--- config.mk ---
export PLATFORM = sky130hd
export DESIGN_NAME = alu_dec
export DESIGN_NICKNAME = d
export VERILOG_FILES = /design/src/rtl/alu_pkg.sv /design/src/rtl/alu_core.sv /design/src/rtl/alu_dec.sv
export SDC_FILE = /design/constraint.sdc
export NUM_CORES = 1
export LEC_CHECK = 0
export BUFFER_PORTS_ARGS = -buffer_cell sky130_fd_sc_hd__buf_2
export CORE_ASPECT_RATIO = 0.8
export CORE_MARGIN = 5
export CORE_UTILIZATION = 39
export DETAILED_ROUTE_END_ITERATION = 7
export PLACE_DENSITY = 0.62
export SETUP_SLACK_MARGIN = 0.2
export SLEW_MARGIN = 10
export SYNTH_ARGS = -nofsm -noshare
export SYNTH_HDL_FRONTEND = slang
export SYNTH_HIERARCHICAL = 1
export SYNTH_SLANG_ARGS = --single-unit
export TNS_END_PERCENT = 50
--- constraint.sdc ---
create_clock -name vclk -period 7.7
set_input_delay 2.31 -clock vclk [all_inputs]
set_output_delay 2.31 -clock vclk [all_outputs]
set_load 0.1 [all_outputs]
--- src/rtl/alu_pkg.sv ---
// Shared ALU operation encodings and RV32I opcode/funct3 constants.
package alu_pkg;

    localparam logic [3:0] AluAdd   = 4'd0;
    localparam logic [3:0] AluSub   = 4'd1;
    localparam logic [3:0] AluAnd   = 4'd2;
    localparam logic [3:0] AluOr    = 4'd3;
    localparam logic [3:0] AluXor   = 4'd4;
    localparam logic [3:0] AluSll   = 4'd5;
    localparam logic [3:0] AluSrl   = 4'd6;
    localparam logic [3:0] AluSra   = 4'd7;
    localparam logic [3:0] AluSlt   = 4'd8;
    localparam logic [3:0] AluSltu  = 4'd9;
    localparam logic [3:0] AluCopyB = 4'd10;
    localparam logic [3:0] AluXxx   = 4'd15;

    localparam logic [6:0] OpLui    = 7'b0110111;
    localparam logic [6:0] OpAuipc  = 7'b0010111;
    localparam logic [6:0] OpBranch = 7'b1100011;
    localparam logic [6:0] OpLoad   = 7'b0000011;
    localparam logic [6:0] OpStore  = 7'b0100011;
    localparam logic [6:0] OpJal    = 7'b1101111;
    localparam logic [6:0] OpJalr   = 7'b1100111;
    localparam logic [6:0] OpRType  = 7'b0110011;
    localparam logic [6:0] OpIType  = 7'b0010011;

    localparam logic [2:0] F3AddSub = 3'b000;
    localparam logic [2:0] F3Sll    = 3'b001;
    localparam logic [2:0] F3Slt    = 3'b010;
    localparam logic [2:0] F3Sltu   = 3'b011;
    localparam logic [2:0] F3Xor    = 3'b100;
    localparam logic [2:0] F3Srl    = 3'b101;
    localparam logic [2:0] F3Or     = 3'b110;
    localparam logic [2:0] F3And    = 3'b111;

endpackage

--- src/rtl/alu_core.sv ---
// 32-bit operand datapath: computes the result for a decoded ALU operation.
module alu_core
    import alu_pkg::*;
(
    input  logic [31:0] a_i,
    input  logic [31:0] b_i,
    input  logic [3:0]  alu_op_i,
    output logic [31:0] out_o
);

    logic [4:0] shamt;
    assign shamt = b_i[4:0];

    always_comb begin
        out_o = 32'h0;
        case (alu_op_i)
            AluAdd:   out_o = a_i + b_i;
            AluSub:   out_o = a_i - b_i;
            AluAnd:   out_o = a_i & b_i;
            AluOr:    out_o = a_i | b_i;
            AluXor:   out_o = a_i ^ b_i;
            AluSll:   out_o = a_i << shamt;
            AluSrl:   out_o = a_i >> shamt;
            AluSra:   out_o = $unsigned($signed(a_i) >>> shamt);
            AluSlt:   out_o = {31'b0, $signed(a_i) < $signed(b_i)};
            AluSltu:  out_o = {31'b0, a_i < b_i};
            AluCopyB: out_o = b_i;
            default:  out_o = 32'h0;
        endcase
    end

endmodule

--- src/rtl/alu_dec.sv ---
// RV32I ALU decoder plus datapath with an optional output register.
// Define ALU_OUT_REG_EN to register Out into Out_q; otherwise Out_q = Out.
module alu_dec
    import alu_pkg::*;
(
    input  logic        Clock,
    input  logic        Reset_n,
    input  logic [6:0]  opcode,
    input  logic [2:0]  funct,
    input  logic        add_rshift_type,
    input  logic [31:0] A,
    input  logic [31:0] B,
    output logic [3:0]  ALUop,
    output logic [31:0] Out,
    output logic [31:0] Out_q
);

    logic [3:0] arith_op;

    // Shared funct3 decode; sub_ok distinguishes R-type from I-type at funct 000.
    function automatic logic [3:0] dec_funct(input logic [2:0] f, input logic alt,
                                             input logic sub_ok);
        logic [3:0] op;
        op = AluXxx;
        case (f)
            F3AddSub: op = (alt && sub_ok) ? AluSub : AluAdd;
            F3Sll:    op = AluSll;
            F3Slt:    op = AluSlt;
            F3Sltu:   op = AluSltu;
            F3Xor:    op = AluXor;
            F3Srl:    op = alt ? AluSra : AluSrl;
            F3Or:     op = AluOr;
            F3And:    op = AluAnd;
            default:  op = AluXxx;
        endcase
        return op;
    endfunction

    always_comb begin
        arith_op = AluXxx;
        case (opcode)
            OpLui:    arith_op = AluCopyB;
            OpAuipc,
            OpBranch,
            OpLoad,
            OpStore,
            OpJal,
            OpJalr:   arith_op = AluAdd;
            OpRType:  arith_op = dec_funct(funct, add_rshift_type, 1'b1);
            OpIType:  arith_op = dec_funct(funct, add_rshift_type, 1'b0);
            default:  arith_op = AluXxx;
        endcase
    end

    assign ALUop = arith_op;

    alu_core u_alu_core (
        .a_i      (A),
        .b_i      (B),
        .alu_op_i (arith_op),
        .out_o    (Out)
    );

`ifdef ALU_OUT_REG_EN
    logic [31:0] out_d, out_q;

    assign out_d = Out;

    always_ff @(posedge Clock or negedge Reset_n) begin
        if (!Reset_n) begin
            out_q <= 32'h0;
        end else begin
            out_q <= out_d;
        end
    end

    assign Out_q = out_q;
`else
    logic unused_clk_rst;
    assign unused_clk_rst = Clock ^ Reset_n;

    assign Out_q = Out;
`endif

endmodule

==> metrics.json, run 1 <==
{
  "floorplan": {
    "die-height_um": 146,
    "site_row_count": 49,
    "placeableCoreArea_um2": 22600,
    "start_util_pct": 39.8,
    "die_area_um2": 26300,
    "ios": 145,
    "dieWidth_um": 180
  },
  "drt": {
    "vias": 12461,
    "viasPerCell": 6.36,
    "initialDrtViolationCount": 1539,
    "antenna_violating_nets_post_route": 0,
    "drc_violation_count_after_routing": 0,
    "drtPass1Iterations": 6,
    "drt-wirelength-per-cell_um": 25.3,
    "route.final.wire_length_um": 49500
  },
  "place": {
    "port_buffers": 143,
    "place_worst_setup_slack_ns": -0.204,
    "placedCellCount": 1929,
    "globalplace.congestion": 1.07,
    "dpl.hpwl_um": 38900
  },
  "synth": {
    "synthesis.area_per_instance_um2": 6.53,
    "yosys_warnings": 6,
    "syn_inst": 1380,
    "post_synth_num_cell_types": 79,
    "synthesis.area_um2": 9010,
    "syn_nets": 1560,
    "synth-seq-area-share_pct": 0
  },
  "worst_setup_path": {
    "critical_path.max_fanout": 3,
    "worst-setup-path-type": "in -> out",
    "worst_ep_arrival_time_ns": 5.25,
    "cp.required_ns": 5.39,
    "setup.worst_path.start_class": "primary input",
    "endpoint_kind": "primary output"
  },
  "grt": {
    "initial_antenna_violation_count": 0,
    "grt.total_usage_pct": 34.6,
    "grt_pass1_vias": 11663,
    "grt_pass1_wl_um": 72500,
    "pin_count_of_the_biggest_net_entering_global_routing": 71,
    "gr-total-overflow": 0
  },
  "timing": {
    "worstMarginPinSlew_ns": 0.733,
    "rsz0062_at_grt": "true",
    "finalWorstSetupSlack_ns": 0.136,
    "maxSlewHeadroom_pct": 51.1,
    "period_share_pct": 98.2,
    "setup-violations-final": 0,
    "report.final.slew_viol_count": 0,
    "fin_tns_setup_ns": 0,
    "min_period_ns": 7.56,
    "fmax_mhz": 132,
    "finalHoldViolCount": 0
  },
  "layout": {
    "ff_latch_area_um2": 0,
    "design.final.nets": 1835,
    "post-route-util_pct": 63.1,
    "post_route_cells_drive_above_1_share_pct": 40.2,
    "instances_no_fill": 1959,
    "antenna-diode-count": 0,
    "n_sequential_cell": 0,
    "n_clock_buffer": 0,
    "area_growth_syn_to_layout_pct": 58.5
  },
  "clock_tree": {
    "cts-hold-fix-buffers": 0
  },
  "job": {
    "drv.max_cap_violation_count": 0
  },
  "status": {
    "outcome": "complete, no violations"
  },
  "power": {
    "leakagePower_nw": 6.16,
    "power.density_nw_per_um2": 77.1,
    "p_total_mw": 1.10,
    "irDropWorstVdd_mv": 0.0726
  },
  "hold_path": {
    "hold_class": "in -> out",
    "hold_depth": 6
  }
}
==> worst max-delay path: stages <==
cell and delay, ns:
buf_8 0.09, inv_8 0.03, ha_4 0.28, buf_6 0.10, a21oi_4 0.05, or3_4 0.40, a21boi_4 0.20, o211ai_1 0.11
buf_4 0.18, buf_6 0.13, a31o_4 0.24, o211ai_1 0.17, o311ai_1 0.13, xor2_1 0.21, buf_4 0.17, o221ai_4 0.22
buf_12 0.22
==> per-layer routing <==
| metal | track usage (%) | up-vias | part of all wire [%] |
|---|---|---|---|
| li1 | - | 5587 | - |
| met1 | 51.0 | 5879 | 43 |
| met2 | 51.8 | 869 | 42 |
| met3 | 7.25 | 126 | 12 |
| met4 | 7.46 | 0 | 3.4 |
| met5 | 0 | - | 0 |
==> synth_stat cells (7+ instances only) <==
cell,count,area share [%]
a31oi_1,13,0.90
inv_1,98,4.1
o31ai_1,11,0.92
a221oi_1,21,2.0
nor2_1,169,7.0
nand3_1,24,1.3
nor4_1,9,0.62
a21oi_1,130,7.2
or3_1,9,0.62
clkbuf_1,64,2.7
nor2b_1,9,0.62
a22oi_1,17,1.4
nand2_1,114,4.7
o221ai_1,7,0.68
mux2i_1,51,5.7
buf_1,15,0.62
and3_1,9,0.62
nand2b_1,21,1.5
a211o_1,12,1.2
o21ai_1,8,0.44
a21o_1,17,1.4
o21ai_0,121,6.7
buf_4,34,2.8
o22ai_1,10,0.69
xnor2_1,19,1.8
a211oi_1,18,1.5
nor3_1,32,1.8
buf_2,22,1.2
ha_1,101,14
o211ai_1,37,3.1
mux4_2,30,7.5
o2111ai_1,11,1.1
o21bai_1,12,1.0
==> metrics by stage <==
stage | area, µm² | hold WS, ns
2_1_floorplan | 10200 | 4.84
3_3_place_gp | 13000 | 5.15
3_5_place_dp | 13000 | 5.17
4_1_cts | 13700 | 5.17
5_1_grt | 14300 | 5.19
6_report | 14300 | 5.14
==> final cells by class <==
cell class	instances	area (µm²)
timing repair buffer	408	3970
multi-input combinational	1143	9490
inverter	102	443
tap	306	383
fill	1987	8340
==> timing repair <==
item,CTS,global route
resized for setup,127,113
setup endpoints to repair,38,52
pin swaps,50,50
gates cloned,0,1
buffers inserted,16,13
==> power breakdown <==
part | total (mW) | internal [mW] | leakage [nW] | switching, mW
Clock | 0 | 0 | 0 | 0
Combinational | 1.10 | 0.435 | 6.16 | 0.666
Sequential | 0 | 0 | 0 | 0
==> path summary, 6_finish.rpt <==
check  start   endpoint  slack [ns]
min    B[18]    Out[18]        5.14
max     A[1]  Out_q[17]        0.14
==> logic make-up (layout without fill, tap and decap cells) <==
family	after synthesis	after routing	synth area share (%)
AO/OA/AOI/OAI	506	506	36.7
AND/OR/NAND/NOR	425	425	21.3
buffers and inverters	237	510	11.6
adder cells (fa/ha/maj)	103	103	14.5
multiplexers	85	85	13.7
XOR/XNOR	24	24	2.33
==> cell usage in the layout (no fill, tap or decap), types with 6 or more instances in the layout <==
master	instances
a22oi_1	14
a21oi_2	17
o31ai_1	8
buf_6	24
a211oi_1	11
nor4_1	6
o21ai_0	94
nor2b_1	6
a21oi_1	106
nand4_1	6
nand2_1	108
ha_1	75
buf_4	243
inv_2	13
ha_4	21
nor3_1	23
o2111ai_1	6
o21bai_1	11
buf_12	72
inv_1	77
nand2b_1	17
or3_1	8
nor2_2	11
a221oi_2	6
o22ai_1	6
o21ai_4	16
mux4_2	30
mux2i_1	50
a21oi_4	7
buf_2	62
a21o_1	16
o211ai_1	37
a221oi_1	14
o21ai_1	15
xnor2_1	17
a211o_1	11
a31oi_1	10
nand3_1	17
and3_1	7
nor2_1	155
No activity file was read; power rests on OpenSTA's default activity.
==> run 2, diff against run 1 <==
--- a/config.mk
+++ b/config.mk
@@ -10,6 +10,7 @@
 export CORE_MARGIN = 5
 export CORE_UTILIZATION = 39
 export DETAILED_ROUTE_END_ITERATION = 7
+export MAX_ROUTING_LAYER = met4
 export PLACE_DENSITY = 0.62
 export SETUP_SLACK_MARGIN = 0.2
 export SLEW_MARGIN = 10
==> run 2 against run 1 <==
Effect of this change:
- global-route usage up 1.8 points
- total power down 1.0%
- hold slack better by 0.024 ns
- combinational power about the same
- sequential cell count unchanged
- final cell count down 0.15%
- largest power group unchanged
==> metrics.json, run 2 (same netlist as run 1, synthesis figures left out) <==
{
  "timing": {
    "worstMarginPinSlew_ns": 0.712,
    "maxSlewHeadroom_pct": 52.5,
    "min_period_ns": 7.63,
    "period_share_pct": 99.0,
    "finalHoldViolCount": 0,
    "report.final.slew_viol_count": 0,
    "setup-violations-final": 0,
    "rsz0062_at_grt": "true",
    "fmax_mhz": 131,
    "fin_tns_setup_ns": 0
  },
  "worst_setup_path": {
    "crit_chain": "buf_6 > buf_4 > ha_2 > inv_1 > fa_2 > nand2b_4 > a21oi_4 > o2111ai_2 > or3b_4 > a21oi_4 > o21ai_2 > a31oi_1 > or4_4 > nand3_4 > buf_12",
    "setup.worst_path.start_class": "primary input",
    "endpoint_kind": "primary output",
    "cp_common_cell": "a21oi_4",
    "slowest_stage": "or4_4",
    "worst-setup-path-type": "in -> out",
    "cp.required_ns": 5.39,
    "max_stage_delay_ns": 0.53,
    "worst_ep_arrival_time_ns": 5.32,
    "critical_path.max_fanout": 4
  },
  "grt": {
    "initial_antenna_violation_count": 0,
    "busiest_layer": "met2",
    "met1_usage_pct": 52.7,
    "globalRouteMet3Util_pct": 6.60,
    "grt.total_usage_pct": 36.3,
    "gr-total-overflow": 0,
    "grt_pass1_wl_um": 73200,
    "met2_usage_pct": 53.0,
    "pin_count_of_the_biggest_net_entering_global_routing": 64,
    "grt_pass1_vias": 11476
  },
  "floorplan": {
    "die_area_um2": 26300,
    "ios": 145,
    "die-height_um": 146,
    "placeableCoreArea_um2": 22600,
    "site_row_count": 49,
    "start_util_pct": 39.8,
    "dieWidth_um": 180
  },
  "power": {
    "power.density_nw_per_um2": 77.2,
    "leakagePower_nw": 6.14,
    "internal_power_uw": 429,
    "irDropWorstVdd_mv": 0.0856,
    "power.sequential.fraction_pct": 0,
    "total_switching_power_uw": 661,
    "combPwrFrac_pct": 100.0,
    "p_sw_share_pct": 60.7,
    "power.share.clock_pct": 0
  },
  "place": {
    "placedCellCount": 1933,
    "globalplace.congestion": 1.06,
    "dpl.hpwl_um": 40100,
    "port_buffers": 143
  },
  "layout": {
    "ff_latch_area_um2": 0,
    "instances_no_fill": 1956,
    "post_route_cells_drive_above_1_share_pct": 39.8,
    "antenna-diode-count": 0,
    "final.fill_count": 2040,
    "area_growth_syn_to_layout_pct": 56.7,
    "mostFrequentLayoutCells": "buf_4, nor2_1, nand2_1",
    "n_sequential_cell": 0,
    "design.final.nets": 1832,
    "n_clock_buffer": 0,
    "leading_cell_type_in_the_layout_fill_and_taps_excluded": "buf_4"
  },
  "status": {
    "outcome": "complete, no violations"
  },
  "clock_tree": {
    "cts-hold-fix-buffers": 0
  },
  "drt": {
    "route.final.wire_length_um": 50000,
    "drc_violation_count_after_routing": 0,
    "antenna_violating_nets_post_route": 0,
    "vias": 12408,
    "drtPass1Iterations": 6,
    "drt-wirelength-per-cell_um": 25.6,
    "initialDrtViolationCount": 1712,
    "viasPerCell": 6.34
  },
  "hold_path": {
    "hold_class": "in -> out"
  },
  "job": {
    "drv.max_cap_violation_count": 0
  }
}
-- run 2: through the flow --
stage	hold slack, ns	area, µm²	power, mW	setup slack [ns]	utilization, %
after global placement	5.15	13000	0.957	-0.139	57.5
after global routing	5.20	14100	1.14	0.00238	62.4
after CTS	5.17	13400	1.00	0.121	59.4
after floorplan	4.84	10200	0.615	-1.19	-
final	5.16	14100	1.09	0.0744	62.4
after detailed placement	5.15	13000	0.963	-0.194	57.5
-- run 2: layer usage --
metal / up-vias / part of all wire (%)
met5: - / 0
met4: 0 / 3.1
met3: 119 / 11
met2: 788 / 42
met1: 5907 / 44
li1: 5594 / -
-- run 2: what timing repair did --
| item | CTS | global route |
|---|---|---|
| hold endpoints to repair | 0 | 0 |
| buffers inserted | 10 | 13 |
| gates resized for setup | 77 | 136 |
| setup endpoints to repair | 40 | 52 |
| pin swaps | 28 | 60 |
-- run 2: final timing paths --
path / start / to / slack [ns] / cells after the start
worst max-delay path: A[0] / Out[30] / 0.07 / 15
worst min-delay path: B[18] / Out_q[18] / 5.16 / 6
-- run 2: worst max-delay path: cells and delay by family --
family	cells	cell delay [ns]
AOI/OAI and AO/OA	5	0.79
buffers and inverters	4	0.46
and+or+nand+nor	4	1.16
adders and majority gates	2	0.58
-- run 2: area by class of cell --
| cell class | instances | area (µm²) | area share, % |
|---|---|---|---|
| timing repair buffer | 405 | 3890 | 27.5 |
| tap | 306 | 383 | 2.71 |
| inverter | 102 | 423 | 2.99 |
| multi-input combinational | 1143 | 9430 | 66.8 |
-- run 2: power groups by stage --
stage / logic (mW) / clock network (mW) / registers, mW
3_3_place_gp: 0.957 / 0 / 0
6_report: 1.09 / 0 / 0
4_1_cts: 1.00 / 0 / 0
3_5_place_dp: 0.963 / 0 / 0
5_1_grt: 1.14 / 0 / 0
2_1_floorplan: 0.615 / 0 / 0
